===== config.mk =====
export PLATFORM = sky130hd
export DESIGN_NAME = button_event_ctrl
export DESIGN_NICKNAME = d
export VERILOG_FILES = /design/src/rtl/btn_evt_pkg.sv /design/src/rtl/debounce_tick.sv /design/src/rtl/button_event_ctrl.sv
export SDC_FILE = /design/constraint.sdc
export NUM_CORES = 1
export LEC_CHECK = 0
export CAP_MARGIN = 10
export CORE_MARGIN = 2
export CORE_UTILIZATION = 50
export DETAILED_ROUTE_END_ITERATION = 8
export PLACE_DENSITY = 0.68
export SKIP_CTS_REPAIR_TIMING = 1
export SYNTH_ARGS = -nofsm -noshare
export SYNTH_HDL_FRONTEND = slang
export SYNTH_SLANG_ARGS = --single-unit

===== constraint.sdc =====
create_clock -name clk -period 2.4 [get_ports clk]
set_input_delay 0.24 -clock clk [delete_from_list [all_inputs] [get_ports clk]]
set_output_delay 0.24 -clock clk [all_outputs]
set_load 0.005 [all_outputs]

===== src/rtl/btn_evt_pkg.sv =====
// btn_evt_pkg: shared widths, event direction constants and event-word helper
// for the push-button event front-end.
// No ports (package).
package btn_evt_pkg;

    localparam int NUM_BTN_MAX = 8;

    function automatic int id_width(input int n);
        return (n > 1) ? $clog2(n) : 1;
    endfunction

    localparam int BTN_ID_W = id_width(NUM_BTN_MAX);
    localparam int EVT_W    = BTN_ID_W + 1;

    localparam logic EVT_PRESS   = 1'b1;
    localparam logic EVT_RELEASE = 1'b0;

    // Event word layout: {id, dir}
    typedef logic [EVT_W-1:0] evt_word_t;

    function automatic evt_word_t pack_evt(input logic [BTN_ID_W-1:0] id, input logic dir);
        return {id, dir};
    endfunction

endpackage


===== src/rtl/debounce_tick.sv =====
// debounce_tick: 8-sample tick-gated debouncer for one button.
// Ports: clk, reset (sync, active-high), tick (sample strobe), button (raw level),
//        debounced (registered debounced level).
module debounce_tick (
    input  logic clk,
    input  logic reset,
    input  logic tick,
    input  logic button,
    output logic debounced
);

    logic [7:0] sreg;
    logic [7:0] sreg_next;

    assign sreg_next = {sreg[6:0], button};

    // The level only changes once eight consecutive samples agree.
    always_ff @(posedge clk) begin
        if (reset) begin
            sreg      <= '0;
            debounced <= 1'b0;
        end else if (tick) begin
            sreg <= sreg_next;
            if (&sreg_next)
                debounced <= 1'b1;
            else if (~|sreg_next)
                debounced <= 1'b0;
        end
    end

endmodule


===== src/rtl/button_event_ctrl.sv =====
// button_event_ctrl: debounces push-buttons, detects press/release edges and
// queues them round-robin into an event FIFO drained by valid/ready.
// Ports: clk, reset (sync, active-high), enable (sample tick runs), buttons (raw),
//        db_state (debounced levels), evt_valid/evt_ready/evt_id/evt_press (event
//        stream), overflow (sticky lost-edge flag), clear_overflow.
module button_event_ctrl
    import btn_evt_pkg::*;
#(
    parameter int NUM_BTN    = 4,
    parameter int TICK_DIV   = 1000,
    parameter int FIFO_DEPTH = 4
) (
    input  logic                       clk,
    input  logic                       reset,
    input  logic                       enable,
    input  logic [NUM_BTN-1:0]         buttons,
    output logic [NUM_BTN-1:0]         db_state,
    output logic                       evt_valid,
    input  logic                       evt_ready,
    output logic [$clog2(NUM_BTN)-1:0] evt_id,
    output logic                       evt_press,
    output logic                       overflow,
    input  logic                       clear_overflow
);

    localparam int ID_W  = $clog2(NUM_BTN);
    localparam int CNT_W = $clog2(TICK_DIV);
    localparam int AW    = $clog2(FIFO_DEPTH);
    localparam int EW    = ID_W + 1;

    logic [CNT_W-1:0]   cnt;
    logic               tick;
    logic [NUM_BTN-1:0] db_prev;
    logic [NUM_BTN-1:0] edges;
    logic [NUM_BTN-1:0] pending;
    logic [NUM_BTN-1:0] pend_dir;
    logic [NUM_BTN-1:0] gmask;
    logic [ID_W-1:0]    last_grant;
    logic [ID_W-1:0]    grant;
    logic               grant_valid;
    logic               ovf_set;
    logic [EW-1:0]      mem [FIFO_DEPTH];
    logic [AW:0]        wptr;
    logic [AW:0]        rptr;
    logic               full;
    logic               pop;
    logic [EW-1:0]      head;

    assign tick = enable && (cnt == CNT_W'(TICK_DIV - 1));

    always_ff @(posedge clk) begin
        if (reset)
            cnt <= '0;
        else if (enable)
            cnt <= tick ? '0 : cnt + 1'b1;
    end

    for (genvar i = 0; i < NUM_BTN; i++) begin : g_db
        debounce_tick u_db (
            .clk       (clk),
            .reset     (reset),
            .tick      (tick),
            .button    (buttons[i]),
            .debounced (db_state[i])
        );
    end

    assign edges = db_state ^ db_prev;

    // Full is taken from the registered pointers, i.e. before this cycle's pop.
    assign full      = (wptr[AW] != rptr[AW]) && (wptr[AW-1:0] == rptr[AW-1:0]);
    assign evt_valid = wptr != rptr;
    assign pop       = evt_valid && evt_ready;

    always_comb begin
        grant_valid = 1'b0;
        grant       = '0;
        if (!full) begin
            for (int k = 1; k <= NUM_BTN; k++) begin
                if (!grant_valid && pending[(int'(last_grant) + k) % NUM_BTN]) begin
                    grant_valid = 1'b1;
                    grant       = ID_W'((int'(last_grant) + k) % NUM_BTN);
                end
            end
        end
    end

    assign gmask   = NUM_BTN'(grant_valid) << grant;
    // A re-edge on the button being granted this cycle is simply re-queued.
    assign ovf_set = |(edges & pending & ~gmask);

    always_ff @(posedge clk) begin
        if (reset) begin
            db_prev    <= '0;
            pending    <= '0;
            pend_dir   <= '0;
            last_grant <= ID_W'(NUM_BTN - 1);
            overflow   <= 1'b0;
        end else begin
            db_prev  <= db_state;
            pending  <= (pending & ~gmask) | edges;
            pend_dir <= (pend_dir & ~edges) | (db_state & edges);
            overflow <= ovf_set | (overflow & ~clear_overflow);
            if (grant_valid)
                last_grant <= grant;
        end
    end

    always_ff @(posedge clk) begin
        if (reset) begin
            wptr <= '0;
            rptr <= '0;
            for (int k = 0; k < FIFO_DEPTH; k++)
                mem[k] <= '0;
        end else begin
            if (grant_valid) begin
                mem[wptr[AW-1:0]] <= {grant, pend_dir[grant]};
                wptr              <= wptr + 1'b1;
            end
            if (pop)
                rptr <= rptr + 1'b1;
        end
    end

    assign head      = mem[rptr[AW-1:0]];
    assign evt_id    = head[ID_W:1];
    assign evt_press = head[0] == EVT_PRESS;

endmodule


; ---- Word level (Yosys, flattened, before mapping)
; Memories as Yosys holds them, arrays and structs flattened. A register that Yosys moved wholly into a read port is not among the register bits.
; Index checks and enable logic that the tools add are counted.
[totals]
reg_bits = 63
output_inout_bits = 9
mem_bits_rw = 12
n_memories = 1
elab_cells = 128
inputBits = 9
[classes]
n_bitwise = 17
reduce_logical = 27
shift = 1
n_mux = 46
n_eq_ne = 8
n_addsub = 7
order_cmp = 5
[memory_table]
columns = memory, depth, word_bits, rd, rd_ports_with_merged_regs, write_ports, line
row1 = mem, 4, 3, 1, 1, 4, button_event_ctrl.sv:42  ; logic [EW-1:0] mem [FIFO_DEPTH];
[op_table]
columns = operator, count
row1 = $reduce_and 8->1, 4
row2 = $reduce_or 8->1, 4
row3 = $mux 1, 31
row4 = $and 4x4->4, 5
row5 = $lt 3x4->1 const B, 4
row6 = $mux 2, 8
row7 = $add 10x1->10 const B, 1
row8 = $bmux 1 s2, 5
row9 = $eq 10x10->1 const B, 1
row10 = $mux 10, 1
row11 = $ne 2x1->1 const B, 4
row12 = $not 4->4, 2
row13 = $or 4x4->4, 2
row14 = $reduce_and 2->1, 4
row15 = $reduce_or 2->1, 4
row16 = $add 3x1->3 const B, 2
row17 = $logic_and 1x1->1, 6
row18 = $add 2x1->2 const B, 2
row19 = $add 2x2->2 const B, 2
row20 = $and 1x1->1 const A, 4
row21 = $reduce_or 4->1, 1
row22 = $shl 1x2->4, 1
row23 = $xor 4x4->4, 1
row24 = $logic_not 1->1, 3
row25 = other kinds (9), 9

; ---- Depth between registers and ports, before layout
; Gate-level depths: netlist of run 1.
[logic_depth]
word_depth = 25
mapped_depth = 7
depth_no_buf = 6

; ---- Hierarchy
; A second synthesis of run 1 with hierarchy kept.
[unflattened]
cells_unflattened = 352
area_unflattened_um2 = 3385.7
[modules_own_cells]
columns = mod, seq_area_each_um2, area_per_inst_um2, n_inst, cells_per_inst
row1 = button_event_ctrl, 1021.0, 2089.5, 1, 220
row2 = debounce_tick, 160.2, 324.1, 4, 33

; ---- Worst setup path before layout of run 1
; No wires, ideal clock.
[synth_path]
path_type = flip-flop to flip-flop
startpoint = reg wptr[1]
endpoint = mem mem[1][0] (netlist name) (enable)
required_time_ns = 2.096
path_slack_ns = 0.541
period_less_slack_ns = 1.859
setup_time_ns = 0.304
stages_incl_launch_ff = 6
path_buffers = 0
t_arrival_ns = 1.555
path_cell_list = dfxtp_1 -> xor2_2 -> o31ai_2 -> or2_4 -> or3b_4 -> nand2b_1
[synth_rtl]
columns = element, line
row1 = from (decl), button_event_ctrl.sv:43  ; logic [AW:0] wptr;
row2 = from (signal assigned), button_event_ctrl.sv:118  ; wptr <= wptr + 1'b1;
row3 = to (decl), button_event_ctrl.sv:42

; ---- Final worst setup path of run 1
[layout_path]
startpoint = reg rptr[2]
endpoint = out evt_valid
[layout_via]
elab_chain_cells = 1
[layout_lines]
columns = element, line
row1 = from (decl), button_event_ctrl.sv:44  ; logic [AW:0] rptr;
row2 = from (signal assigned), button_event_ctrl.sv:121  ; rptr <= rptr + 1'b1;
row3 = $ne 3x3->1, button_event_ctrl.sv:72  ; assign evt_valid = wptr != rptr;
row4 = to (decl), button_event_ctrl.sv:18  ; output logic evt_valid,
; Every way passes these cells.

==> flow_summary.yaml, run 1 <==
die:
  core_area_um2: 6420
  rows: 29
  ios: 18
  initial_utilization_pct: 52.4
  die_w_um: 86.0
  die_h_um: 86.0
  dieArea_um2: 7400
setup_path:
  endpoint_kind: "output port"
  path_class: "reg2out"
  setup.worst_path.start_class: "flop"
  path_max_fanout: 4
  required_ns: 2.16
  arrival_ns: 1.99
synthesis:
  syn_nets: 388
  synth_compound_area_share_pct: 12.3
  yosys_warnings: 0
  yosysSeqAreaShare_pct: 49.4
  synth_seq_cells: 77
  synth-xor-area-share_pct: 5.13
  synth-async-reset-ratio_pct: 0
  syn_area_um2: 3370
  synth_top_family_by_area: "simple AND/OR/NAND/NOR gates"
  synth_cell_types: 45
  synth_edf_count: 12
  syn_area_per_cell_um2: 8.95
  ys.flop_type: "dfxtp_1"
  netlist_instances: 376
  yosys.area_share.adder_pct: 1.71
  synth_mux_area_share_pct: 2.60
  synth_simple_gate_area_share_pct: 25.1
sta:
  worstMarginPinSlew_ns: 0.527
  hold_viol: 0
  fmax_ghz: 0.448
  post-route-period-util_pct: 93.0
  rsz0062_at_grt: "false"
  slew_headroom_pct: 64.7
  timing.hold.ws_ns: 0.324
  fin_skew_ns: 0.00938
  drv_slew: 0
  min_period_ns: 2.23
  finalSetupViolCount: 0
  totalNegativeSetupSlack_ns: 0
placement:
  place_congestion: 0.827
  io_buffers: 17
  dp_hpwl_um: 4200
  place_inst: 454
pwr:
  powerDensity_nw_per_um2: 619
  peakVddDrop_mv: 0.322
  p_leak_nw: 1.23
cells_and_area:
  final_cell_mix: "72 x nand2_1, 65 x dfxtp_1, 42 x a21oi_1"
  fin_cells: 470
  n_antenna_cell: 0
  final_core_util_pct: 58.8
  nets: 400
  post_route_cells_drive_above_1_share_pct: 9.41
  syn_to_final_growth_pct: 12.2
  final_common_cell: "nand2_1"
  fillers: 584
route:
  drcViolationCount: 0
  vias: 2588
  vias_per_cell: 5.51
  dr.pass1.iters: 5
  antenna_left: 0
  wl_per_cell_um: 13.3
  drt_iter0_markers: 94
  drt_wl_total_um: 6240
clock_network:
  tritoncts: "built"
  cts_buffers: 9
  clk_latency_ns: 0.34
  cts.sinks: 77
  root_buffer: "clkbuf_8"
  cts.htree.levels: 3
  clk_pin_slew_ns: 0.08
  clk_path_buf_depth: 2
worst_hold_path:
  hp-class: "in2reg"
global_routing:
  grt_max_degree: 41
  antenna_found_initial: 0
  grtUsageTotal_pct: 18.5
  grt_pass1_vias: 2393
  grt_pass1_wl_um: 10800
  grt_remaining_overflow: 0
status:
  status: "complete, no violations"
job:
  maxCapViolations: 0
==> cells by family after synthesis <==
| logic type | after synthesis |
|---|---|
| DFF | 77 |
| muxes | 5 |
| and+or+nand+nor | 175 |
| xor gates and xnor gates | 18 |
| buffers and inverters | 28 |
| AOI/OAI and AO/OA | 68 |
| adders and majority gates | 5 |
==> cell usage after synthesis, drive strengths merged, types with 9 or more instances <==
cell     n  share of area (%)
edfxtp  12                 11
clkbuf  13                1.4
nand2   73                8.4
nor3    24                3.9
o21ai   13                1.9
xnor2   10                2.6
nand4   12                2.2
dfxtp   65                 39
a21oi   42                6.2
nor2    26                2.9
buf      9                1.6
==> flip-flops by register name, indices dropped and copies added, names as in the netlist, 2 cells and up, named ones only <==
register / flops
cnt: 10
db_prev: 4
g_db.u_db.debounced: 4
g_db.u_db.sreg: 28
last_grant: 2
mem: 12
pending: 4
rptr: 3
wptr: 3
==> stage by stage <==
step                      worst slack [ns]  power (W)  cell area [um2]
final                                0.167    0.00234             3780
after global routing                0.0749    0.00242             3780
after CTS                            0.128    0.00237             3780
after detailed placement             0.394    0.00141             3590
after global placement               0.413    0.00141             3590
after floorplan                      0.541    0.00138             3370
==> report_power, final <==
part	leakage (nW)	total (W)	switching (W)	internal [W]
Sequential	0.648	0.00132	0.00000450	0.00132
Clock	0.0944	0.000957	0.000456	0.000501
Combinational	0.484	0.0000613	0.0000338	0.0000275
==> worst max-delay path, stage by stage (launching register included) <==
cell and delay, ns:
dfxtp_1 0.33, xnor2_1 0.32, or3b_2 0.53, clkdlybuf4s50_1 0.47
==> cell type report <==
class	instances	area (um2)	area share, %
clock inverter	5	50.0	1.32
inverter	6	22.5	0.596
multi-input combinational	271	1580	41.9
sequential	77	1660	44.0
timing repair buffer	23	223	5.90
clock buffer	11	141	3.74
tap	77	96.3	2.55
==> layer usage <==
layer,GRT usage [%],vias up,wire length [um]
li1,-,1331,-
met1,23.8,1199,2940
met2,29.4,51,2980
met3,4.62,7,230
met4,7.94,0,87
met5,0,-,0
==> final timing paths <==
| check | start | slack (ns) | cells past startpoint | end |
|---|---|---|---|---|
| min | reset | 0.32 | 3 | mem[3][1] |
| max reg2reg | pending[3] | 0.36 | 5 | mem[0][0] |
| max | rptr[2] | 0.17 | 3 | evt_valid |
| min reg2reg | g_db[0].u_db.sreg[3] | 0.47 | 2 | g_db[0].u_db.sreg[3] |
No activity file was read; power rests on OpenSTA's default activity.
==> run 2: changes to the inputs <==
- clock period: 2.4 -> 2.2 ns (I/O delays scaled with it)
==> flow_summary.yaml, run 2 (synthesized netlist as in run 1, its figures left out) <==
status:
  status: "complete, no violations"
sta:
  drv_slew: 0
  rsz0062_at_grt: "false"
  hold_viol: 0
  slew_headroom_pct: 55.4
  fin_skew_ns: 0.00395
  finalSetupViolCount: 0
  post-route-period-util_pct: 96.2
  min_period_ns: 2.12
  worstMarginPinSlew_ns: 0.669
  fmax_ghz: 0.473
route:
  wl_per_cell_um: 13.1
  routed.top_layer: "met4"
  vias_per_cell: 5.56
  met2WireLength_um: 2990
  dr.pass1.iters: 4
  antenna_left: 0
  vias: 2621
  dr_wl_met3_um: 232
  drt_iter0_markers: 157
  drt_wl_total_um: 6180
  drcViolationCount: 0
  met1Wirelength_um: 2860
clock_network:
  cts.sinks: 77
  tritoncts: "built"
  clk_pin_slew_ns: 0.08
  root_buffer: "clkbuf_8"
  clk_path_buf_depth: 2
  cts_buffers: 9
  clk_latency_ns: 0.34
  cts.htree.levels: 3
pwr:
  p_leak_nw: 1.27
  peakVddDrop_mv: 0.435
  powerDensity_nw_per_um2: 726
global_routing:
  antenna_found_initial: 0
  grt_max_degree: 69
  grt_remaining_overflow: 0
  grt_pass1_wl_um: 10700
  grt_pass1_vias: 2469
  grtUsageTotal_pct: 18.1
die:
  rows: 29
  initial_utilization_pct: 52.4
  core_area_um2: 6420
  ios: 18
  dieArea_um2: 7400
  die_w_um: 86.0
  die_h_um: 86.0
setup_path:
  arrival_ns: 1.90
  path_class: "reg2out"
  path_max_fanout: 4
  setup.worst_path.start_class: "flop"
  crit_buf_inv: 1
  crit_chain: "xor2_2, or3b_2, clkdlybuf4s50_1"
  required_ns: 1.98
  path_delay_family: "simple AND/OR/NAND/NOR gates"
  max_stage_delay_ns: 0.53
  crit_slowest_cell: "or3b_2"
  endpoint_kind: "output port"
job:
  maxCapViolations: 0
cells_and_area:
  regMostFlops: "g_db.u_db.sreg"
  fillers: 557
  fin_cells: 471
  postLayoutCellArea_um2: 3860
  post_route_cells_drive_above_1_share_pct: 11.2
  n_antenna_cell: 0
  final_cell_mix: "72 x nand2_1, 63 x dfxtp_1, 42 x a21oi_1"
  final_common_cell: "nand2_1"
  largestRegisters: "g_db.u_db.sreg: 28 flops, mem: 12 flops, cnt: 10 flops"
  syn_to_final_growth_pct: 14.8
  largest_reg_flops: 28
  nets: 401
  final_core_util_pct: 60.1
placement:
  io_buffers: 17
  dp_hpwl_um: 4100
  dpl_cell_area_um2: 3600
  place_congestion: 0.823
  place_inst: 454
worst_hold_path:
  hp-class: "in2reg"
-- run 2: changes by cell type in the layout (fill, tap and decap cells not counted), sizes merged --
cell,change
clkinv,-2
bufinv,+2
inv,+1
clkbuf,-1
buf,+1
-- run 2: worst paths after layout --
| kind | cells past startpoint | to | slack, ns | startpoint |
|---|---|---|---|---|
| hold / removal | 3 | mem[3][1] | 0.32 | reset |
| hold reg to reg | 2 | g_db[3].u_db.sreg[4] | 0.47 | g_db[3].u_db.sreg[3] |
| setup / recovery | 3 | evt_valid | 0.08 | rptr[1] |
| setup reg to reg | 5 | mem[0][0] | 0.19 | pending[3] |
-- run 2: tightest hold or removal path: stages --
cell    delay (ns)
buf_2         0.11
or2_4         0.13
nor2_1        0.04
-- run 2: layer usage --
| layer | up-vias | GRT usage, % |
|---|---|---|
| met2 | 55 | 29.7 |
| met5 | - | 0 |
| met4 | 0 | 9.24 |
| li1 | 1336 | - |
| met1 | 1220 | 22.5 |
| met3 | 10 | 3.46 |
-- run 2: final cells by class --
type	count	area (um2)	share of cell area, %
timing repair buffer	24	243	6.28
clock buffer	10	138	3.56
clock inverter	6	109	2.82
tap	77	96.3	2.49
multi-input combinational	271	1590	41.2
sequential	77	1660	43.1
inverter	6	22.5	0.583
-- run 2: power by group --
part           switching [W]  leakage (nW)  internal, W
clock               0.000514         0.123     0.000783
combinational      0.0000366         0.495    0.0000292
sequential        0.00000527         0.649      0.00144
-- run 2: metrics by stage --
| stage | setup TNS [ns] | power [W] | setup slack (ns) | hold slack [ns] |
|---|---|---|---|---|
| floorplan | 0 | 0.00151 | 0.341 | 0.356 |
| global placement | 0 | 0.00154 | 0.260 | 0.457 |
| detailed placement | 0 | 0.00154 | 0.211 | 0.460 |
| CTS | -0.0484 | 0.00283 | -0.0484 | 0.307 |
| global route | 0 | 0.00290 | 0.00857 | 0.314 |
| finish | 0 | 0.00280 | 0.0846 | 0.323 |
